## config.mk

```make
export PLATFORM = sky130hd
export DESIGN_NAME = tagged_response_demux_1_input_n_output
export DESIGN_NICKNAME = d
export VERILOG_FILES = /design/src/rtl/tagged_response_demux_1_input_n_output.sv
export SDC_FILE = /design/constraint.sdc
export NUM_CORES = 1
export LEC_CHECK = 0
export ABC_AREA = 1
export CAP_MARGIN = 20
export CORE_MARGIN = 1
export CORE_UTILIZATION = 40
export DETAILED_ROUTE_END_ITERATION = 10
export DONT_BUFFER_PORTS = 1
export PLACE_DENSITY = 0.61
export SYNTH_ARGS = -nofsm -noshare
export SYNTH_HDL_FRONTEND = slang
export SYNTH_SLANG_ARGS = --single-unit
export TNS_END_PERCENT = 30
```

## constraint.sdc

```tcl
create_clock -name clock -period 6.6 [get_ports clock]
set_input_delay 0.66 -clock clock [delete_from_list [all_inputs] [get_ports clock]]
set_output_delay 0.66 -clock clock [all_outputs]
set_load 0.05 [all_outputs]
```

## src/rtl/tagged_response_demux_1_input_n_output.sv

```systemverilog
// Routes tagged input beats into per-destination FIFOs; each port drains independently.
// Handshakes: a beat moves on a rising edge only when valid and ready are both high; ready never depends on valid.
module tagged_response_demux_1_input_n_output #(
    parameter int NUM_PORTS = 4,
    parameter int WIDTH     = 8,
    parameter int DEPTH     = 4,
    localparam int ID_W     = (NUM_PORTS > 1) ? $clog2(NUM_PORTS) : 1
) (
    input  logic                  clock,
    input  logic                  rst,
    input  logic                  enabled,
    input  logic                  in_valid,
    input  logic [ID_W-1:0]       in_dest,
    input  logic [0:WIDTH-1]      in_data,
    output logic                  in_ready,
    output logic [0:WIDTH-1]      out_data [0:NUM_PORTS-1],
    output logic [NUM_PORTS-1:0]  out_valid,
    input  logic [NUM_PORTS-1:0]  out_ready,
    output logic                  dest_error,
    output logic [31:0]           accepted_count
);

    localparam int PTR_W = $clog2(DEPTH);
    localparam int CNT_W = PTR_W + 1;
    localparam logic [ID_W:0]    PORT_LIMIT = (ID_W + 1)'(NUM_PORTS);
    localparam logic [CNT_W-1:0] FULL_CNT   = CNT_W'(DEPTH);

    logic                 legal;
    logic                 dest_full;
    logic                 accept;
    logic [NUM_PORTS-1:0] full;

    assign legal = ({1'b0, in_dest} < PORT_LIMIT);

    always_comb begin
        dest_full = 1'b0;
        for (int i = 0; i < NUM_PORTS; i++) begin
            if ((in_dest == ID_W'(i)) && full[i]) begin
                dest_full = 1'b1;
            end
        end
    end

    // Illegal destinations are always accepted so a bad tag can never stall the stream.
    assign in_ready = enabled & ~rst & (~legal | ~dest_full);
    assign accept   = in_valid & in_ready;

    always_ff @(posedge clock or posedge rst) begin
        if (rst) begin
            accepted_count <= 32'd0;
            dest_error     <= 1'b0;
        end else if (accept) begin
            accepted_count <= accepted_count + 32'd1;
            if (!legal) begin
                dest_error <= 1'b1;
            end
        end
    end

    for (genvar p = 0; p < NUM_PORTS; p++) begin : g_port
        localparam logic [ID_W-1:0] PORT_ID = ID_W'(p);

        logic [0:WIDTH-1]  mem [DEPTH];
        logic [PTR_W-1:0]  rd_ptr;
        logic [PTR_W-1:0]  wr_ptr;
        logic [CNT_W-1:0]  count;
        logic              push;
        logic              pop;

        assign push = accept & legal & (in_dest == PORT_ID);
        assign pop  = out_valid[p] & out_ready[p];

        assign full[p]      = (count == FULL_CNT);
        assign out_valid[p] = enabled & (count != '0);
        assign out_data[p]  = (count != '0) ? mem[rd_ptr] : '0;

        // Storage needs no reset: the count gates everything read out of it.
        always_ff @(posedge clock) begin
            if (push) begin
                mem[wr_ptr] <= in_data;
            end
        end

        always_ff @(posedge clock or posedge rst) begin
            if (rst) begin
                rd_ptr <= '0;
                wr_ptr <= '0;
                count  <= '0;
            end else begin
                if (push) begin
                    wr_ptr <= wr_ptr + 1'b1;
                end
                if (pop) begin
                    rd_ptr <= rd_ptr + 1'b1;
                end
                count <= count + CNT_W'(push) - CNT_W'(pop);
            end
        end
    end

endmodule

```

==> results.md <==
- Status: finished, final reports clean
- Area Overhead vs Synth: 9.36%
- TritonRoute pass-1 iters: 4
- Finish-stage setup viols: 0
- Vias in the first global route: 5851
- Compound-cell area share of the yosys netlist: 5.51%
- Depth of the most critical reg-to-reg path: 13
- Seq/Total Area, Yosys: 60.1%
- Worst-path clk slew: 0.08 ns
- Hold Vio Cnt, Final: 0
- Antenna cells: 0
- Worst vdd ir: 0.000180 V
- Final #Nets: 979
- Slowest stage cell, crit path: a21oi_1
- Slew headroom: 23.0%
- Vias per Instance: 4.86
- Clock Tree Root: clkbuf_16
- Mean routed wirelength per cell: 15.7 um
- Total Neg Setup Slack: 0 ns
- P_leak: 3.93 nW
- Post-synthesis cell area: 8900 um^2
- Gr ovfl total: 0
- Largest stage delay, worst path: 0.91 ns
- Placed cells: 1193
- Initial antenna violation count: 0
- Number of buffer and inverter stages on the critical path: 1
- Max cap viols: 0
- Largest family of logic cells by synthesized area: simple AND/OR/NAND/NOR gates
- First-pass GRT wire length: 30.7 mm
- Post-Syn Nets: 982
- CTS tree: done
- Worst Path Arrival: 2.63 ns
- Detailed Place HPWL: 13.0 mm
- Antenna Violating Nets Remaining: 0
- Die W: 151 um
- CP Depth: 3
- Critical Path Start Type: flip-flop
- Iter 0 DRT Violations: 285
- Port Buffers: 0
- FF+latch area: 5350 um^2
- Simple-gate share of the synthesized area: 21.9%
- Io pins: 88
- Hold Path Class: in2reg
- Worst EP required: 5.94 ns
- Rows: 54
- Die area: 22800 um^2
- Largest net degree at the start of global routing: 61
- DR vias: 5952
- Yosys cell types: 27
- Fin crit share: 49.9%
- Largest delay contributor family on the critical path: compound AO/OA/AOI/OAI gates
- Setup ws final: 3.31 ns
- Layout cells sized above 1: 6.14%
- Clk Latency, worst-skew pair: 0.44 ns
- Crit-path cells: inv_1 -> o21ai_0 -> a21oi_1
- RSZ-0062 raised after global routing: no
- Syn_area_per_cell: 9.52 um^2
- Area of the multi-input gates: 3090 um^2
- Layout Skew: 0.0129 ns
- DRC viols: 0
- Pwr dens: 412 nW/um^2
- Die Y: 151 um
- Slew @ Worst Pin: 1.16 ns
- Post-synthesis register bit count: 188
- Number of synthesized flops with an enable pin: 128
- CTS Buf Count: 17
- Final Max Tran Viols: 0
- Critical-path maximum fanout: 18
- Top_reg_cell synth: edfxtp_1
- Mux cell area share after synthesis: 0%
- Kind of critical path: reg2out
- Cells after synthesis: 935
- Starting Density: 40.8%
- WHS Path Cells: 0
- Htree depth: 4
- Setup bufs post-CTS: 0
- Core Region: 21800 um^2
- GPL Wtd Cong: 0.877
- Crit path capture type: primary output
- Cts hold-fix bufs: 0
- Synth Area in Adders: 4.42%
- Place WS: 3.29 ns
- Crit path time final: 3.29 ns
- Fillers: 2104
- Peak Freq: 304 MHz
- Async S/R FF share, synth: 31.9%
- Final WL: 19.3 mm
- PostCTS Resize Cnt: 0
- CTS sink cnt: 188
- Xor and xnor area share after synthesis: 2.85%
- Clk buf depth: 2
- Final Non-Filler Cells: 1225
- Gr usage total: 18.0%
- Syn. warnings: 0
[final timing paths]
check / start / end / slack, ns
setup / recovery: g_port[3].rd_ptr[0]$_DFFE_PP0P_ / out_data[6] / 3.31
hold / removal: in_data[0] / g_port[1].mem[2][7]$_DFFE_PP_ / 0.31
setup reg to reg: g_port[0].count[1]$_DFF_PP0_ / g_port[0].count[2]$_DFF_PP0_ / 3.33
hold reg to reg: g_port[1].count[2]$_DFF_PP0_ / g_port[1].count[2]$_DFF_PP0_ / 0.50
max in group asynchronous: rst / accepted_count[8]$_DFFE_PP0N_ / 5.71
min in group asynchronous: rst / g_port[2].rd_ptr[0]$_DFFE_PP0P_ / 0.33
[area by class of cell]
cell class / count / area share, %
clock buffers: 17 / 4.37
clock inverters: 15 / 1.72
inverters: 91 / 3.51
multi-input cells: 632 / 31.7
flip-flops and latches: 188 / 54.9
well taps: 280 / 3.60
repair buffers: 2 / 0.154
[synthesized netlist by cell type, types with 7 or more instances]
cell	instances	share of area, %
buf_2	7	0.39
xor2_1	21	2.1
a21oi_1	32	1.8
clkbuf_1	13	0.55
o21ai_0	66	3.7
nand2_1	224	9.4
xnor2_1	8	0.79
dfrtp_1	60	17
nor2_1	206	8.7
edfxtp_1	128	43
nand3_1	17	0.96
ha_1	25	3.5
nand4_1	9	0.63
inv_1	84	3.5
[cell families (layout without fill, tap and decap cells)]
| logic type | Yosys count | count (layout) |
|---|---|---|
| AND/OR/NAND/NOR | 475 | 475 |
| flip-flops | 188 | 188 |
| buffers and inverters | 115 | 125 |
| AO/OA/AOI/OAI | 98 | 98 |
| adder cells (fa/ha/maj) | 29 | 29 |
| XOR/XNOR | 29 | 29 |
| other | 1 | 1 |
[stage by stage]
step           hold WS, ns  util, %  power, mW  cell area [um^2]
5_1_grt              0.286     44.6       4.24              9730
2_1_floorplan        0.464        -       2.81              8900
6_report             0.312     44.6       4.01              9730
4_1_cts              0.290     44.6       4.05              9730
3_3_place_gp         0.477     41.9       3.00              9140
3_5_place_dp         0.495     41.9       3.04              9140
[registers in the layout, indices dropped and copies added, names as in the netlist]
signal and cells:
accepted_count 32, g_port.mem 128, g_port.wr_ptr 8, g_port.count 12
g_port.rd_ptr 8
[cells in the final DEF (no fill, tap or decap), types with 8 or more instances in the layout]
cell         n
ha_1        25
edfxtp_1   128
nand3_1     17
nand2_1    224
inv_1       83
nand4_1      9
o21ai_0     66
clkbuf_16   17
xor2_1      21
nor2_1     206
dfrtp_1     60
a21oi_1     32
xnor2_1      8
[power breakdown]
group	total, mW	leakage (nW)	internal (mW)	switching (mW)
Combinational	1.41	1.71	0.295	1.11
Clock	1.02	0.288	0.511	0.506
Sequential	1.59	1.93	1.37	0.218
Total	4.01	3.93	2.18	1.84
[layer usage]
metal | track usage, % | wire length (um)
met1 | 22.2 | 8600
met2 | 30.4 | 9360
met3 | 5.00 | 1080
met4 | 5.50 | 223
met5 | 0 | 0
Note: power is estimated with default switching activity, not from simulation.
